--- config.mk ---
export PLATFORM = sky130hd
export DESIGN_NAME = queue
export DESIGN_NICKNAME = d
export VERILOG_FILES = /design/src/rtl/queue.sv
export SDC_FILE = /design/constraint.sdc
export NUM_CORES = 1
export LEC_CHECK = 0
export CAP_MARGIN = 20
export CORE_MARGIN = 1
export CORE_UTILIZATION = 35
export CTS_CLUSTER_DIAMETER = 100
export CTS_CLUSTER_SIZE = 16
export DETAILED_ROUTE_END_ITERATION = 8
export GPL_TIMING_DRIVEN = 0
export HOLD_SLACK_MARGIN = 0.06
export PLACE_DENSITY = 0.63
export SYNTH_ARGS = -nofsm -noshare
export SYNTH_HDL_FRONTEND = slang
export SYNTH_SLANG_ARGS = --single-unit
--- constraint.sdc ---
create_clock -name clock_10KHZ -period 6.8 [get_ports clock_10KHZ]
set_input_delay 1.36 -clock clock_10KHZ [delete_from_list [all_inputs] [get_ports clock_10KHZ]]
set_output_delay 1.36 -clock clock_10KHZ [all_outputs]
set_load 0.01 [all_outputs]
--- src/rtl/queue.sv ---
// Byte FIFO between a four-phase deserializer handshake and a pop port; optional QUEUE_OVERWRITE_EN.
// Latency: ack_out, len_out and popped data_out/data_valid_out all appear one clock after the accepting edge.
// Backpressure: when full, ack_out is withheld until space frees (QUEUE_OVERWRITE_EN: oldest entry is overwritten instead).
module queue #(
    parameter int DEPTH = 8,
    parameter int WIDTH = 8
) (
    input  logic                     clock_10KHZ,
    input  logic                     reset,
    input  logic [WIDTH-1:0]         data_in,
    input  logic                     data_ready,
    output logic                     ack_out,
    input  logic                     dequeue_in,
    output logic [WIDTH-1:0]         data_out,
    output logic                     data_valid_out,
    output logic [$clog2(DEPTH):0]   len_out
);

    localparam int PW = $clog2(DEPTH);
    localparam int LW = PW + 1;
    localparam logic [LW-1:0] FULL_LEN = LW'(DEPTH);

    typedef enum logic {E_IDLE, E_ACK} enq_state_t;

    enq_state_t       state, state_nxt;
    logic             ack_nxt;
    logic [WIDTH-1:0] mem [DEPTH];
    logic [PW-1:0]    wr_ptr, rd_ptr;
    logic [LW-1:0]    len_nxt;
    logic             full, empty, wr_en, pop, rd_adv;

    // full/empty come from the registered length only; no same-cycle look-ahead
    always_comb begin
        full  = (len_out == FULL_LEN);
        empty = (len_out == '0);
        pop   = dequeue_in && !empty;
`ifdef QUEUE_OVERWRITE_EN
        wr_en = (state == E_IDLE) && data_ready;
`else
        wr_en = (state == E_IDLE) && data_ready && !full;
`endif
        // a write into a full buffer drops the oldest entry unless a pop already removed it
        rd_adv  = pop || (wr_en && full);
        len_nxt = len_out;
        if (wr_en && !full && !pop)
            len_nxt = len_out + 1'b1;
        else if (pop && !wr_en)
            len_nxt = len_out - 1'b1;
    end

    always_comb begin
        state_nxt = state;
        ack_nxt   = 1'b0;
        case (state)
            E_IDLE: begin
                if (wr_en) begin
                    state_nxt = E_ACK;
                    ack_nxt   = 1'b1;
                end
            end
            E_ACK: begin
                if (data_ready)
                    ack_nxt = 1'b1;
                else
                    state_nxt = E_IDLE;
            end
            default: state_nxt = E_IDLE;
        endcase
    end

    always_ff @(posedge clock_10KHZ) begin
        if (!reset) begin
            state          <= E_IDLE;
            ack_out        <= 1'b0;
            wr_ptr         <= '0;
            rd_ptr         <= '0;
            len_out        <= '0;
            data_out       <= '0;
            data_valid_out <= 1'b0;
        end else begin
            state          <= state_nxt;
            ack_out        <= ack_nxt;
            len_out        <= len_nxt;
            data_valid_out <= pop;
            if (wr_en)
                wr_ptr <= wr_ptr + 1'b1;
            if (rd_adv)
                rd_ptr <= rd_ptr + 1'b1;
            if (pop)
                data_out <= mem[rd_ptr];
        end
    end

    // storage is not cleared by reset; the pointers make old contents unreachable
    always_ff @(posedge clock_10KHZ) begin
        if (reset && wr_en)
            mem[wr_ptr] <= data_in;
    end

endmodule

==> results by group <==
Layout
  • Antenna fix cells: 0
  • Commonest non-fill, non-tap cell in the layout: edfxtp_1
  • Area growth syn-to-layout: 19.0%
  • Most frequent cells in the layout: 64 x edfxtp_1, 25 x clkdlybuf4s50_1, 20 x dfxtp_1, 16 x mux4_2, 11 x nand2_1
  • Number of fill cells in the layout: 818
  • Multi-input logic area: 972 µm²
  • Core Util, Final: 43.0%
  • Post-route design area: 0.00395 mm²
  • Layout cells sized above 1: 21.3%
  • Layout net count: 256
  • FF/Latch Area: 0.00232 mm²

Detailed routing
  • Top layer in use: met4
  • Drt pass-1 iters: 4
  • Wire length on met2: 3030 µm
  • Final wirelength: 6500 µm
  • DR vias: 1835
  • DR WL/cell: 18.3 µm
  • DRT met1 WL: 3110 µm
  • Final ANT Viol Nets: 0
  • Drc violations: 0
  • DRT iter0 DRCs: 114
  • Vias per cell: 5.17
  • Routed length on met3: 247 µm

Hold path
  • Tightest Hold Check Type: flip-flop to flip-flop

Yosys
  • Post-Synth XOR/XNOR Area: 1.81%
  • Compound-Gate Fraction of Synth Area: 4.33%
  • Mux cell area share after synthesis: 12.1%
  • Largest family of logic cells by synthesized area: multiplexers
  • Synthesized area: 0.00332 mm²
  • Synth Register Bits: 84
  • Number of library cell types mapped by synthesis: 35
  • Ys Warns: 0
  • Sequential area share after synthesis: 69.9%
  • Count of mapped cells out of synthesis: 199
  • Syn_area_per_cell: 16.7 µm²
  • Simple-Gate Fraction of Synth Area: 7.95%
  • Post-Syn Nets: 216
  • Adder-Cell Fraction of Synth Area: 2.11%

Clocking
  • Sink Count: 84
  • Worst-skew pair later-pin latency: 0.35 ns
  • # resized after CTS: 0
  • Clock-pin slew on the worst setup and hold paths: 0.09 ns
  • Inserted Clock Buffers: 9
  • Post-CTS Setup Inserts: 0
  • Clock Path Buffers: 2
  • Hold Buf Count CTS: 0
  • CTS HTree Levels: 3
  • Root buffer cell: clkbuf_8
  • CTS tree: done

Placement
  • DP HPWL: 4330 µm
  • I/O Buffers: 25
  • Placed Area: 0.00377 mm²
  • Placer congestion estimate: 0.711

STA
  • Slew Viols, Final: 0
  • Max Freq: 0.281 GHz
  • Slew at the pin closest to its max-slew limit: 0.858 ns
  • Period utilization: 52.3%
  • RSZ-0062 raised after global routing: false
  • Final setup fails: 0
  • Final Hold Viols: 0
  • Layout Skew: 0.00969 ns
  • Slew headroom: 42.5%
  • Setup TNS: 0 ns
  • Min Clock Period, post-route: 3.56 ns

Global routing
  • First-pass GRT wire length: 10300 µm
  • Remaining Overflow, GRT: 0
  • Largest net degree at the start of global routing: 16
  • Vias in the first global route: 1840
  • Total global-route track usage: 14.6%
  • Initial antenna violation count: 0

Floorplan
  • Die Y: 99.4 µm
  • Core area: 0.00920 mm²
  • Placement row count: 35
  • Full die area: 0.00988 mm²
  • I/O pin cnt: 26
  • Die width: 99.4 µm
  • Starting density of the core: 36.1%

Run
  • Max_cap viols: 0

Pwr
  • Switching share of power: 30.7%
  • Sequential share of power: 46.8%
  • Clk pwr share: 23.5%
  • Total power draw: 0.00136 W
  • NetSw: 0.000418 W
  • Logic pwr share: 29.7%
  • Worst vdd ir: 0.128 mV
  • Power per standard cell area: 344 mW/mm²
  • Internal power: 0.000942 W
  • Lkg Pwr: 1.29 nW

Setup path
  • CP Max Fanout: 10
  • CP Launch Type: primary input
  • Setup crit end kind: flip-flop
  • Critical path class: primary input to flip-flop
  • Critical Path RT: 7.09 ns
  • Worst path arrival time: 3.84 ns

Status
  • Status: finished clean
[cell families after synthesis]
| logic type | after synthesis |
|---|---|
| fa+ha+maj | 5 |
| compound gates | 23 |
| xor+xnor | 6 |
| flops | 84 |
| mux | 20 |
| buf+inv | 11 |
| simple gates | 50 |
[power groups by stage]
| stage | clock [W] | sequential, W | combinational, W |
|---|---|---|---|
| floorplan | 0 | 0.000652 | 0.000258 |
| global placement | 0 | 0.000646 | 0.000396 |
| detailed placement | 0 | 0.000649 | 0.000408 |
| CTS | 0.000328 | 0.000637 | 0.000410 |
| global route | 0.000345 | 0.000644 | 0.000442 |
| finish | 0.000320 | 0.000636 | 0.000404 |
[area by class of cell]
class                           instances  area share, %
Tap cell                              111           3.52
Clock buffer                           10           3.23
Clock inverter                          6           1.24
Timing Repair Buffer                   29           7.10
Buffer                                 11           1.52
Multi-Input combinational cell        104           24.6
Sequential cell                        84           58.8
[per-layer routing]
metal,vias up,track usage (%)
met4,0,6.11
met1,921,20.7
met2,45,22.2
li1,856,-
met5,-,0
met3,13,2.74
[state kept, by name (all words and copies together), names as in the netlist]
signal,flops
wr_ptr,3
rd_ptr,3
mem,64
data_valid_out,1
len_out,4
data_out,8
state,1
[critical path, cell delays in order]
cell	delay, ns
clkdlybuf4s50_1	0.47
nor2b_1	0.28
nand2_2	0.13
buf_4	0.20
or2_2	0.34
ha_1	0.29
a21o_1	0.11
a21oi_1	0.11
or4b_1	0.48
nand4_1	0.09
[metrics by stage]
stage | setup WS, ns | cells | hold slack [ns]
floorplan | 3.54 | 199 | 0.521
global placement | 2.27 | 335 | 0.498
detailed placement | 2.87 | 339 | 0.508
CTS | 3.24 | 355 | 0.535
global route | 3.12 | 355 | 0.555
finish | 3.24 | 355 | 0.528
[Yosys cell counts]
cell | number | area (µm²)
nand2b_1 | 2 | 12.5
a21oi_1 | 1 | 5.00
mux2i_1 | 4 | 40.0
nand3_1 | 5 | 25.0
fa_1 | 1 | 20.0
xor2_2 | 1 | 16.3
xnor2_1 | 3 | 26.3
or2b_1 | 1 | 7.51
nor4_1 | 3 | 18.8
o21ai_0 | 9 | 45.0
nor3_1 | 4 | 20.0
mux4_2 | 16 | 360
o41a_1 | 1 | 11.3
nor2_1 | 10 | 37.5
nand4_1 | 2 | 12.5
buf_6 | 1 | 11.3
a21o_1 | 2 | 15.0
or4b_4 | 1 | 13.8
buf_2 | 3 | 15.0
clkbuf_1 | 5 | 18.8
or4b_1 | 1 | 10.0
or2_2 | 1 | 6.26
xor2_1 | 2 | 17.5
nand2_1 | 11 | 41.3
a21boi_0 | 1 | 7.51
buf_4 | 2 | 15.0
nor2b_1 | 2 | 12.5
ha_1 | 4 | 50.1
nand2_2 | 1 | 6.26
and2_1 | 5 | 31.3
and2b_2 | 1 | 8.76
o211a_1 | 1 | 10.0
o22ai_1 | 8 | 50.1
edfxtp_1 | 64 | 1920
dfxtp_1 | 20 | 400
[worst paths after layout]
path	depth (start not counted)	slack, ns	to	start
worst max-delay path	10	3.24	len_out[3]	data_ready
worst max register to register	9	4.27	len_out[3]	len_out[0]
worst min-delay path	2	0.53	data_out[4]	data_out[4]
worst min register to register	2	0.53	data_out[4]	data_out[4]
No activity file was read; power rests on OpenSTA's default activity.
